`config.mk`:
```
export PLATFORM = sky130hd
export DESIGN_NAME = muldiv_unit
export DESIGN_NICKNAME = d
export VERILOG_FILES = /design/src/rtl/muldiv_pkg.sv /design/src/rtl/muldiv_iter.sv /design/src/rtl/muldiv_unit.sv
export SDC_FILE = /design/constraint.sdc
export NUM_CORES = 1
export LEC_CHECK = 0
export CORE_MARGIN = 4
export CORE_UTILIZATION = 30
export CTS_CLUSTER_DIAMETER = 50
export DETAILED_ROUTE_END_ITERATION = 8
export GPL_TIMING_DRIVEN = 0
export HOLD_SLACK_MARGIN = 0.1
export PLACE_DENSITY = 0.46
export SYNTH_ARGS = -nofsm -noshare
export SYNTH_HDL_FRONTEND = slang
export SYNTH_SLANG_ARGS = --single-unit
```
`constraint.sdc`:
```
create_clock -name clk -period 6.8 [get_ports clk]
set_input_delay 1.02 -clock clk [delete_from_list [all_inputs] [get_ports clk]]
set_output_delay 1.02 -clock clk [all_outputs]
set_load 0.05 [all_outputs]
```
`src/rtl/muldiv_pkg.sv`:
```
// Shared op and state encodings for the iterative multiply/divide unit.
// The control unit imports the same op constants to drive the op field.
package muldiv_pkg;

  localparam logic [2:0] OP_MULT  = 3'd0;
  localparam logic [2:0] OP_MULTU = 3'd1;
  localparam logic [2:0] OP_DIV   = 3'd2;
  localparam logic [2:0] OP_DIVU  = 3'd3;
  localparam logic [2:0] OP_MTHI  = 3'd4;
  localparam logic [2:0] OP_MTLO  = 3'd5;

  typedef enum logic [1:0] {
    ST_IDLE   = 2'd0,
    ST_CALC   = 2'd1,
    ST_FINISH = 2'd2
  } state_t;

endpackage

```
`src/rtl/muldiv_iter.sv`:
```
// Unsigned single-step engine: one shift-add (mul) or restoring shift-subtract (div)
// on the {hi/rem, lo/quo} accumulator. Purely combinational; the parent sequences it.
module muldiv_iter #(
  parameter int WIDTH = 32
) (
  input  logic                 is_div,
  input  logic [2*WIDTH-1:0]   acc,
  input  logic [WIDTH-1:0]     opnd,
  output logic [2*WIDTH-1:0]   acc_next
);

  logic [WIDTH:0] sum;
  logic [WIDTH:0] shifted;
  logic [WIDTH:0] diff;

  always_comb begin
    sum      = {1'b0, acc[2*WIDTH-1:WIDTH]} + {1'b0, opnd};
    shifted  = {acc[2*WIDTH-1:WIDTH], acc[WIDTH-1]};
    diff     = shifted - {1'b0, opnd};
    acc_next = '0;
    if (is_div) begin
      // Borrow out of the W+1-bit trial means the divisor did not fit: restore.
      if (!diff[WIDTH])
        acc_next = {diff[WIDTH-1:0], acc[WIDTH-2:0], 1'b1};
      else
        acc_next = {shifted[WIDTH-1:0], acc[WIDTH-2:0], 1'b0};
    end else if (acc[0]) begin
      acc_next = {sum, acc[WIDTH-1:1]};
    end else begin
      acc_next = {1'b0, acc[2*WIDTH-1:1]};
    end
  end

endmodule

```
`src/rtl/muldiv_unit.sv`:
```
// Iterative MULT/MULTU/DIV/DIVU plus MTHI/MTLO owning the HI/LO pair.
// 33 busy cycles per mul/div (32 steps + sign fix-up); starts while busy are dropped.
module muldiv_unit
  import muldiv_pkg::*;
#(
  parameter int WIDTH = 32,
  parameter int CNT_W = 6
) (
  input  logic             clk,
  input  logic             reset,
  input  logic             start,
  input  logic [2:0]       op,
  input  logic [WIDTH-1:0] a,
  input  logic [WIDTH-1:0] b,
  input  logic             flush,
  output logic             busy,
  output logic             done,
  output logic [WIDTH-1:0] hi,
  output logic [WIDTH-1:0] lo
);

  state_t             state, state_n;
  logic [CNT_W-1:0]   cnt;
  logic [2*WIDTH-1:0] acc, acc_next, prod;
  logic [WIDTH-1:0]   opnd, a_raw, a_mag, b_mag;
  logic [WIDTH-1:0]   quo, rem, res_hi, res_lo;
  logic               is_div, neg_res, neg_rem, div_zero;
  logic               accept, op_signed;

  assign accept    = (state == ST_IDLE) && start && !flush;
  assign op_signed = (op == OP_MULT) || (op == OP_DIV);
  assign a_mag     = (op_signed && a[WIDTH-1]) ? -a : a;
  assign b_mag     = (op_signed && b[WIDTH-1]) ? -b : b;
  assign busy      = (state != ST_IDLE);

  muldiv_iter #(.WIDTH(WIDTH)) u_iter (
    .is_div   (is_div),
    .acc      (acc),
    .opnd     (opnd),
    .acc_next (acc_next)
  );

  always_comb begin
    state_n = state;
    done    = 1'b0;
    case (state)
      ST_IDLE:   if (accept && !op[2]) state_n = ST_CALC;
      ST_CALC: begin
        if (flush)                    state_n = ST_IDLE;
        else if (cnt == CNT_W'(1))    state_n = ST_FINISH;
      end
      ST_FINISH: begin
        state_n = ST_IDLE;
        done    = !flush;
      end
      default:   state_n = ST_IDLE;
    endcase
  end

  // Sign fix-up applied in FINISH; divide-by-zero returns the raw dividend in hi.
  always_comb begin
    prod = neg_res ? -acc : acc;
    quo  = neg_res ? -acc[WIDTH-1:0] : acc[WIDTH-1:0];
    rem  = neg_rem ? -acc[2*WIDTH-1:WIDTH] : acc[2*WIDTH-1:WIDTH];
    if (!is_div) begin
      res_hi = prod[2*WIDTH-1:WIDTH];
      res_lo = prod[WIDTH-1:0];
    end else if (div_zero) begin
      res_hi = a_raw;
      res_lo = '1;
    end else begin
      res_hi = rem;
      res_lo = quo;
    end
  end

  always_ff @(posedge clk or posedge reset) begin
    if (reset) begin
      state    <= ST_IDLE;
      cnt      <= '0;
      acc      <= '0;
      opnd     <= '0;
      a_raw    <= '0;
      is_div   <= 1'b0;
      neg_res  <= 1'b0;
      neg_rem  <= 1'b0;
      div_zero <= 1'b0;
      hi       <= '0;
      lo       <= '0;
    end else begin
      state <= state_n;
      if (accept && !op[2]) begin
        is_div   <= op[1];
        a_raw    <= a;
        neg_res  <= op_signed && (a[WIDTH-1] ^ b[WIDTH-1]);
        neg_rem  <= op_signed && a[WIDTH-1];
        div_zero <= (b == '0);
        acc      <= op[1] ? {{WIDTH{1'b0}}, a_mag} : {{WIDTH{1'b0}}, b_mag};
        opnd     <= op[1] ? b_mag : a_mag;
        cnt      <= CNT_W'(WIDTH);
      end
      if (accept && op == OP_MTHI) hi <= a;
      if (accept && op == OP_MTLO) lo <= a;
      if (state == ST_CALC) begin
        acc <= acc_next;
        cnt <= cnt - CNT_W'(1);
      end
      if (done) begin
        hi <= res_hi;
        lo <= res_lo;
      end
    end
  end

endmodule

```
==> flow_metrics.tcl <==
set metrics [dict create \
    status "finished with violations" \
    violations "capacitance limit" \
    antenna_found_initial 5 \
    via_per_inst 5.74 \
    critPathKind "input pin to flip-flop" \
    hold_violations 0 \
    worstSetupPathDepth 13 \
    cp_slowest_cell "clkdlybuf4s50_1" \
    vias 18300 \
    synth-seq-cells 204 \
    synthCells 2230 \
    synthDistinctLibCells 75 \
    layout_setup_ws_ps 1920 \
    max-vdd-ir-drop_uv 228 \
    crit_chain "clkdlybuf4s50_1, inv_1, ha_1, or3b_2, or4_1, and3b_1, clkbuf_1, a21oi_1, a21oi_1, xor2_1, nor2_1, o21ai_0, o21ai_0" \
    rsz0062_at_grt "false" \
    clkLatencyLatePin_ps 580 \
    hpwl_mm 65.0 \
    track_usage_pct 25.8 \
    grt_max_degree 121 \
    drtAntennaViolNets 0 \
    drc 0 \
    final_max_slew_viol_count 0 \
    critPathTopFamily "simple AND/OR/NAND/NOR gates" \
    ys_seq_area_share_pct 29.3 \
    critPathArrivalTime_ps 5270 \
    num_antenna_cells 0 \
    synthTopCellsByArea "dfrtp_1, nand2_1, xnor2_1" \
    cp_data_required_time_ps 7190 \
    drtIter0Drc 1748 \
    root_buffer "clkbuf_16" \
    die-area_um2 62100 \
    nets 2536 \
    num_io_pins 137 \
    cts_tree "built" \
    synth_top_area_share_pct 29.3 \
    cap_viol_max_count 1 \
    cts_hold_buf 0 \
    synth-warning-count 0 \
    synth_top_cell_by_area "dfrtp_1" \
    synthTopCellsByCount "nand2_1, dfrtp_1, o21ai_0, a21oi_1, clkbuf_1" \
    drive_gt1_share_pct 4.50 \
    cp_max_fo 7 \
    reg2reg_slack_ps 1960 \
    fill_cells 6064 \
    worst_slew_pin_slew_ps 1420 \
    synth_fp_nets 2373 \
    core_um2 57600 \
    final_core_util_pct 36.4 \
    clk_pin_slew_ps 50 \
    cpPeakStageDelay_ps 720 \
    ys.flop_type "dfrtp_1" \
    min_path_type "flip-flop to flip-flop" \
    num_rows 88 \
    cts_resized 0 \
    wl_per_cell_um 26.2 \
    period_needed_ps 4880 \
    grt_overflow 0 \
    place.gp.congestion 0.950 \
    placed_cell_area_um2 19700 \
    r2r_cells 13 \
    stdcell_area_um2 20900 \
    synth_edf_count 0 \
    synth.most_common_cell "nand2_1" \
    p_leak_nw 8.31 \
    grt_pass1_vias 18000 \
    avgSynthCellArea_um2 7.82 \
    place_ws_ps 1510 \
    netlist_area_um2 17400 \
    io_buffers 122 \
    hold_depth 2 \
    drt_pass1_iterations 5 \
    htree_levels 2 \
    cts_setup_buffers 0 \
    setup-violations-final 0 \
    fin_setup_tns_ps 0 \
    critPathCaptureType "flip-flop" \
    fin_worst_skew_ps 35.9 \
    fmax_mhz 205 \
    die_w_um 249 \
    cp-start-kind "input pin" \
    area_growth_pct 20.0 \
    power-per-cell-area_nw_per_um2 453 \
    clockBufferDepth 3 \
    cts_made_buffers 38 \
    initial_core_util_pct 30.3 \
    synthArstFlopShare_pct 100 \
    grt_pass1_wl_mm 122 \
    routed_wl_mm 83.3 \
    clock_sinks 204 \
    slew_headroom_pct 2.91 \
    fin_crit_sh_pct 71.8 \
    crit_buf_inv 3 \
    die_h_um 249 \
]
-- cells by family after synthesis --
family	Yosys count	synth area share [%]
compound gates	678	25.1
buf+inv	257	5.69
simple gates	721	19.0
flops	204	29.3
fa+ha+maj	72	5.25
xor+xnor	199	9.99
mux	99	5.72
-- final timing paths --
kind | startpoint | endpoint
worst max-delay path | a[0] | opnd[24]$_DFFE_PP0P_
worst min-delay path | a_raw[12]$_DFFE_PP0P_ | a_raw[12]$_DFFE_PP0P_
worst max register to register | acc[32]$_DFFE_PP0P_ | acc[36]$_DFFE_PP0P_
worst min register to register | a_raw[12]$_DFFE_PP0P_ | a_raw[12]$_DFFE_PP0P_
max in group asynchronous | reset | cnt[5]$_DFFE_PP0P_
min in group asynchronous | reset | hi[3]$_DFFE_PP0P_
-- power breakdown --
| group | switching [mW] | total, mW | leakage, nW | internal (mW) |
|---|---|---|---|---|
| combinational | 3.62 | 5.57 | 5.15 | 1.95 |
| clock | 0.723 | 1.94 | 0.626 | 1.21 |
| sequential | 0.395 | 1.99 | 2.53 | 1.60 |
-- layer usage --
layer	GRT usage, %	vias to the layer above	part of all wire (%)
met3	3.64	162	6.7
met1	35.7	8960	44
met2	41.3	812	45
met4	9.26	0	3.9
li1	-	8357	-
met5	0	-	0
-- stage by stage --
step / power (mW) / cells / hold WS (ps)
2_1_floorplan: 5.63 / 2230 / 441
3_3_place_gp: 7.42 / 3117 / 460
3_5_place_dp: 7.45 / 3118 / 460
4_1_cts: 9.44 / 3185 / 472
5_1_grt: 10.0 / 3185 / 491
6_report: 9.50 / 3185 / 467
-- registers in the layout, summed over array words and instances (netlist names), 2 cells and up --
signal,flops
acc,64
opnd,32
hi,32
cnt,6
a_raw,32
state,2
lo,32
-- final cells by class --
cell class / instances / area (um^2) / area share (%)
tap: 765 / 957 / 4.57
timing repair buffer: 123 / 1250 / 5.96
sequential: 204 / 5100 / 24.4
buffer: 190 / 741 / 3.54
clock inverter: 21 / 234 / 1.12
clock buffer: 46 / 1040 / 4.97
inverter: 67 / 259 / 1.24
multi-input combinational: 1769 / 11400 / 54.2
-- placed cells by master, fill, tap and decap left out, types with 22 or more instances in the layout --
master | synthesis | routed
a31oi_1 | 22 | 22
xnor2_1 | 111 | 111
o211ai_1 | 46 | 46
clkbuf_1 | 157 | 159
xor2_1 | 88 | 88
o31ai_1 | 26 | 26
nor2b_1 | 31 | 31
a32oi_1 | 31 | 31
clkdlybuf4s50_1 | 0 | 122
nand3_1 | 26 | 26
a21o_1 | 25 | 25
dfrtp_1 | 204 | 204
nor3_1 | 40 | 40
nand2b_1 | 24 | 24
a21oi_1 | 157 | 157
a211oi_1 | 67 | 67
inv_1 | 64 | 63
clkbuf_16 | 0 | 38
o21ai_0 | 182 | 182
nor2_1 | 136 | 136
mux2i_1 | 93 | 93
ha_1 | 70 | 70
nand2_1 | 354 | 354
-- worst reg2reg max path: stages, from the launching register on --
cell	delay [ps]
dfrtp_1	380
clkbuf_1	340
inv_1	190
fa_1	490
nand2b_1	190
a21oi_1	280
o211ai_1	280
a211oi_1	990
or4_1	240
nand4_2	400
buf_2	390
nand2_1	100
o21ai_0	80
a221o_1	360
Note: power is estimated with default switching activity, not from simulation.
==> patch 1, RTL diff (same settings) <==
Register the output `done`, cleared by the reset; this adds one clock of latency there. The other outputs are not delayed to match.
--- a/src/rtl/muldiv_unit.sv
+++ b/src/rtl/muldiv_unit.sv
@@ -20,2 +20,4 @@
 );
+
+  logic done_d;
 
@@ -44,3 +46,3 @@
     state_n = state;
-    done    = 1'b0;
+    done_d  = 1'b0;
     case (state)
@@ -53,3 +55,3 @@
         state_n = ST_IDLE;
-        done    = !flush;
+        done_d  = !flush;
       end
@@ -107,3 +109,3 @@
       end
-      if (done) begin
+      if (done_d) begin
         hi <= res_hi;
@@ -114,2 +116,10 @@
 
+  always_ff @(posedge clk or posedge reset) begin
+    if (reset) begin
+      done <= '0;
+    end else begin
+      done <= done_d;
+    end
+  end
+
 endmodule
Check against the original RTL: no difference found for any inputs over 4 cycles, from zero or initial values and one cycle with reset high; that may be too few to reach the edited logic, so the function may still have changed.
==> patch 1 against the original RTL <==
- wire length grew 1.3%
- cell area grew 0.33%
- register-to-register slack lost 0.23 ns
- setup slack lost 0.19 ns
- power grew 1.2%
- hold slack gained 0.012 ns
- sequential cell count grew 1
- synthesized area grew 0.14%
- largest cell class unchanged
- largest power group unchanged
==> patch 1: results (changes against the original RTL) <==
| Metric | Value |
|---|---|
| Post-synthesis compound-gate area fraction | 25.1% (about the same) |
| Met1 Use GR | 36.3% (was 35.7%) |
| Fillers | 6,149 (was 6,064) |
| Status | finished clean (was finished with violations) |
| WP data arrival | 5.48 ns (was 5.27 ns) |
| Initial antenna violation count | 3 (was 5) |
| Clk cell area share | 6.26% (was 6.09%) |
| Data buffer area share | 9.47% (was 9.50%) |
| Syn Nets | 2,374 (was 2,373) |
| CP max-delay cell | clkbuf_1 (was clkdlybuf4s50_1) |
| Multi-input logic portion of the cell area | 54.1% (was 54.2%) |
| LEAKAGE | 8.32 nW (was 8.31 nW) |
| Share of layout cells above drive strength 1 | 4.46% (was 4.50%) |
| Cts repair resizes | 0 (unchanged) |
| Antenna Cells | 1 (was 0) |
| Post-synthesis mux area share | 5.71% (was 5.72%) |
| Largest net degree at the start of global routing | 108 (was 121) |
| Critical Path Fanout Max | 10 (was 7) |
| WL/cell | 26.5 um (was 26.2 um) |
| Commonest cells post-synth | 354 x nand2_1, 205 x dfrtp_1, 182 x o21ai_0 (was 354 x nand2_1, 204 x dfrtp_1, 182 x o21ai_0) |
| P_int | 4.85 mW (was 4.76 mW) |
| Synth Register Bits | 205 (was 204) |
| Adder-cell share of the synthesized area | 5.24% (was 5.25%) |
| Post-DP HPWL | 65,700 um (was 65,000 um) |
| Drt total wl | 84,400 um (was 83,300 um) |
| CP max stage delay | 0.78 ns (was 0.72 ns) |
| Post-synthesis cell count | 2,231 (was 2,230) |
| Total Nets Final | 2,536 (unchanged) |
| Sequential fraction of the synthesis area | 29.4% (was 29.3%) |
| Peak VDD IR | 0.000253 V (was 0.000228 V) |
| Register Area | 0.00513 mm^2 (was 0.00510 mm^2) |
| Synth area leaders | dfrtp_1 29%, nand2_1 7.6%, xnor2_1 5.6% (unchanged) |
| M3 GR Usage | 3.61% (was 3.64%) |
| Via count | 18,298 (was 18,291) |
| Vias in the first global route | 18,049 (was 17,954) |
| DRT Pass-1 Iters | 6 (was 5) |
| Logic power comb | 5.58 mW (was 5.57 mW) |
| Buffers added on ports | 122 (unchanged) |
| Inst Count DP | 3,119 (was 3,118) |
| Met2 Use GR | 40.8% (was 41.3%) |
| Fin. max-slew vios | 0 (unchanged) |
| GRT Util Overall | 26.1% (was 25.8%) |
| Top reg by flops | acc (unchanged) |
| Final Skew | 0.0297 ns (was 0.0359 ns) |
| Met3 Wirelength | 5180 um (was 5550 um) |
| Clock group share of total power | 21.1% (was 20.4%) |
| Post-Synth XOR/XNOR Area | 9.97% (was 9.99%) |
| Initial DRC Count | 1,653 (was 1,748) |
| First-pass GRT wire length | 123,000 um (was 122,000 um) |
| CTS Buf Count | 37 (was 38) |
| Gp weighted congestion | 0.957 (was 0.950) |
| Slew margin rel. | 24.4% (was 2.91%) |
| Met2 WL | 37,700 um (about the same) |
| CP top delay family | buffers and inverters (was simple AND/OR/NAND/NOR gates) |
| Max layer used | met4 (unchanged) |
| Met1 Wirelength | 37,500 um (was 36,700 um) |
| Combinational share of power | 58.0% (was 58.6%) |
-- patch 1: cell count changes after synthesis, sizes merged --
cell   delta
dfrtp     +1
-- patch 1: per-stage QoR --
stage / hold WS [ns] / setup TNS, ns / worst slack [ns] / util [%] / area (um^2)
after global placement: 0.462 / -643.19 / -3.19 / 34.1 / 19700
after floorplan: 0.441 / 0 / 0.184 / - / 17500
after global routing: 0.502 / 0 / 1.65 / 36.4 / 21000
after CTS: 0.477 / 0 / 1.96 / 36.4 / 21000
after detailed placement: 0.464 / 0 / 1.54 / 34.1 / 19700
final: 0.479 / 0 / 1.73 / 36.4 / 21000
-- patch 1: worst paths after layout --
kind / startpoint / end / slack [ns] / cells past startpoint
max: acc[0] / hi[16] / 1.73 / 12
min: a_raw[25] / a_raw[25] / 0.48 / 2
max reg2reg: acc[0] / hi[16] / 1.73 / 12
min reg2reg: a_raw[25] / a_raw[25] / 0.48 / 2
max in group asynchronous: reset / acc[22] / 4.76 / 3
min in group asynchronous: reset / done / 1.00 / 2
==> patch 2, RTL diff (config.mk and constraints unchanged) <==
Without the edit above. `WIDTH` is set to 32 in 2 places; all go to 16.
--- a/src/rtl/muldiv_iter.sv
+++ b/src/rtl/muldiv_iter.sv
@@ -3,3 +3,3 @@
 module muldiv_iter #(
-  parameter int WIDTH = 32
+  parameter int WIDTH = 16
 ) (
--- a/src/rtl/muldiv_unit.sv
+++ b/src/rtl/muldiv_unit.sv
@@ -5,3 +5,3 @@
 #(
-  parameter int WIDTH = 32,
+  parameter int WIDTH = 16,
   parameter int CNT_W = 6
Ports: changed (resized a, b, hi and lo); port bits go from 137 to 73. The function was not compared with the original's and may differ.
==> patch 2 against the original RTL <==
- wire length shrank 60%
- register-to-register slack gained 0.83 ns
- sequential cell count shrank 96
- synthesized area shrank 50%
- final cell count shrank 52%
- critical path type is now in -> out
- cell area shrank 52%
- hold slack gained 0.013 ns
- setup slack gained 0.67 ns
- first-iteration DRC count shrank 66%
- clock skew shrank 0.020 ns
- sequential power shrank 44%
- power shrank 54%
- die area shrank 49%
- combinational power shrank 53%
==> patch 2: results (changes against the original RTL) <==
| Metric | Value |
|---|---|
| Total Nets Final | 1,218 (was 2,536) |
| Max layer used | met4 (unchanged) |
| Initial antenna violation count | 2 (was 5) |
| Initial DRC Count | 594 (was 1,748) |
| Commonest cells post-synth | 160 x nand2_1, 108 x dfrtp_1, 101 x o21ai_0 (was 354 x nand2_1, 204 x dfrtp_1, 182 x o21ai_0) |
| Sw Pwr | 2.14 mW (was 4.74 mW) |
| Sequential fraction of the synthesis area | 31.3% (was 29.3%) |
| Crit Reg-Reg Startpoint | acc[15] (was acc[32]) |
| Max H-tree Level | 3 (was 2) |
| DRT Pass-1 Iters | 5 (unchanged) |
| CP max stage delay | 0.87 ns (was 0.72 ns) |
| Post-CTS Setup Bufs | 0 (unchanged) |
| Critical Path Fanout Max | 10 (was 7) |
| FF-to-FF setup slack | 2.79 ns (was 1.96 ns) |
| Cts repair resizes | 0 (unchanged) |
| GRT Util Overall | 21.2% (was 25.8%) |
| Antenna Cells | 0 (unchanged) |
| Share of layout cells above drive strength 1 | 3.85% (was 4.50%) |
| Synth unique cells | 63 (was 75) |
| Critical path origin | flush (was a[0]) |
| DR vias/cell | 5.41 (was 5.74) |
| First-pass GRT wire length | 50,800 um (was 122,000 um) |
| Via count | 8,234 (was 18,291) |
| Worst-path clk slew | 0.08 ns (was 0.05 ns) |
| Synth warnings | 0 (unchanged) |
| Fillers | 3,015 (was 6,064) |
| Final Cycle Share | 61.9% (was 71.8%) |
| Final Skew | 0.0157 ns (was 0.0359 ns) |
| Top reg by flops | acc (unchanged) |
| Vias in the first global route | 8,074 (was 17,954) |
| Skew-Pair Late Insertion Delay | 0.37 ns (was 0.58 ns) |
| Met1 Wirelength | 16,200 um (was 36,700 um) |
| Worst hold path type | reg -> reg (unchanged) |
| Peak VDD IR | 0.000157 V (was 0.000228 V) |
| CP max-delay cell | clkdlybuf4s50_1 (unchanged) |
| Min-delay src | cnt[4] (was a_raw[12]) |
| Synth area leaders | dfrtp_1 31%, nand2_1 7.0%, mux2i_1 6.1% (was dfrtp_1 29%, nand2_1 7.6%, xnor2_1 5.6%) |
| Met3 Wirelength | 1330 um (was 5550 um) |
| Ys flop type | dfrtp_1 (unchanged) |
| Clock buffer depth | 2 (was 3) |
| Hold WS | 0.480 ns (was 0.467 ns) |
| Clock root buffer | clkbuf_16 (unchanged) |
| Met2 WL | 15,500 um (was 37,700 um) |
| Slew margin rel. | 35.7% (was 2.91%) |
| CTS Buf Count | 9 (was 38) |
| Buffers added on ports | 66 (was 122) |
| LEAKAGE | 4.12 nW (was 8.31 nW) |
| Max reg flops | 32 (was 64) |
| Status | finished clean (was finished with violations) |
| Setup WS pre-CTS | 2.51 ns (was 1.51 ns) |
| Post-DP HPWL | 25,800 um (was 65,000 um) |
| Post-synthesis cell count | 1,061 (was 2,230) |
| Largest net degree at the start of global routing | 74 (was 121) |
| Gp weighted congestion | 0.905 (was 0.950) |
| Placed cell area | 0.00980 mm^2 (was 0.0197 mm^2) |
| Asr flop ratio synth | 100% (unchanged) |
| WL/cell | 22.1 um (was 26.2 um) |
[patch 2: cell count changes in the layout (fill, tap and decap cells not counted), moves of 51 or more]
cell / change
a21oi_1: -102
clkbuf_1: -100
clkdlybuf4s50_1: -56
dfrtp_1: -96
nand2_1: -194
nor2_1: -74
o21ai_0: -81
xnor2_1: -64
xor2_1: -51
[patch 2: power groups by stage]
stage	clock [mW]	sequential [mW]	combinational (mW)
finish	0.582	1.11	2.64
global route	0.611	1.14	2.91
CTS	0.592	1.11	2.64
detailed placement	0	1.12	2.63
global placement	0	1.12	2.63
floorplan	0	1.25	1.70
[patch 2: worst paths after layout]
check / to / depth (start not counted)
min in group asynchronous: lo[5] / 2
setup / recovery: done / 6
max in group asynchronous: acc[26] / 3
setup reg to reg: acc[18] / 12
hold reg to reg: cnt[4] / 1
hold / removal: cnt[4] / 1
[patch 2: cells by family after synthesis]
| kind of cell | Yosys count | share of synthesized area, % |
|---|---|---|
| mux | 56 | 6.53 |
| xor+xnor | 84 | 8.52 |
| compound gates | 317 | 23.8 |
| flops | 108 | 31.3 |
| buf+inv | 115 | 5.26 |
| fa+ha+maj | 40 | 5.97 |
| simple gates | 341 | 18.7 |
[patch 2: routing by layer]
layer / GRT usage, % / vias up
met5: 0 / -
met4: 4.96 / 0
met3: 2.88 / 32
met2: 34.3 / 182
met1: 30.2 / 4055
li1: - / 3965
[patch 2: cell type report]
class	count	area, um^2	share of cell area, %
clock inverter	6	71.3	0.705
tap	378	473	4.68
multi-input combinational	838	5480	54.2
inverter	41	159	1.57
clock buffer	10	239	2.36
buffer	74	300	2.97
sequential	108	2700	26.7
timing repair buffer	67	688	6.80
[patch 2: critical path, delay by kind of cell]
kind	cells	cell delay, ns
simple gates	2	0.32
buf+inv	4	1.85
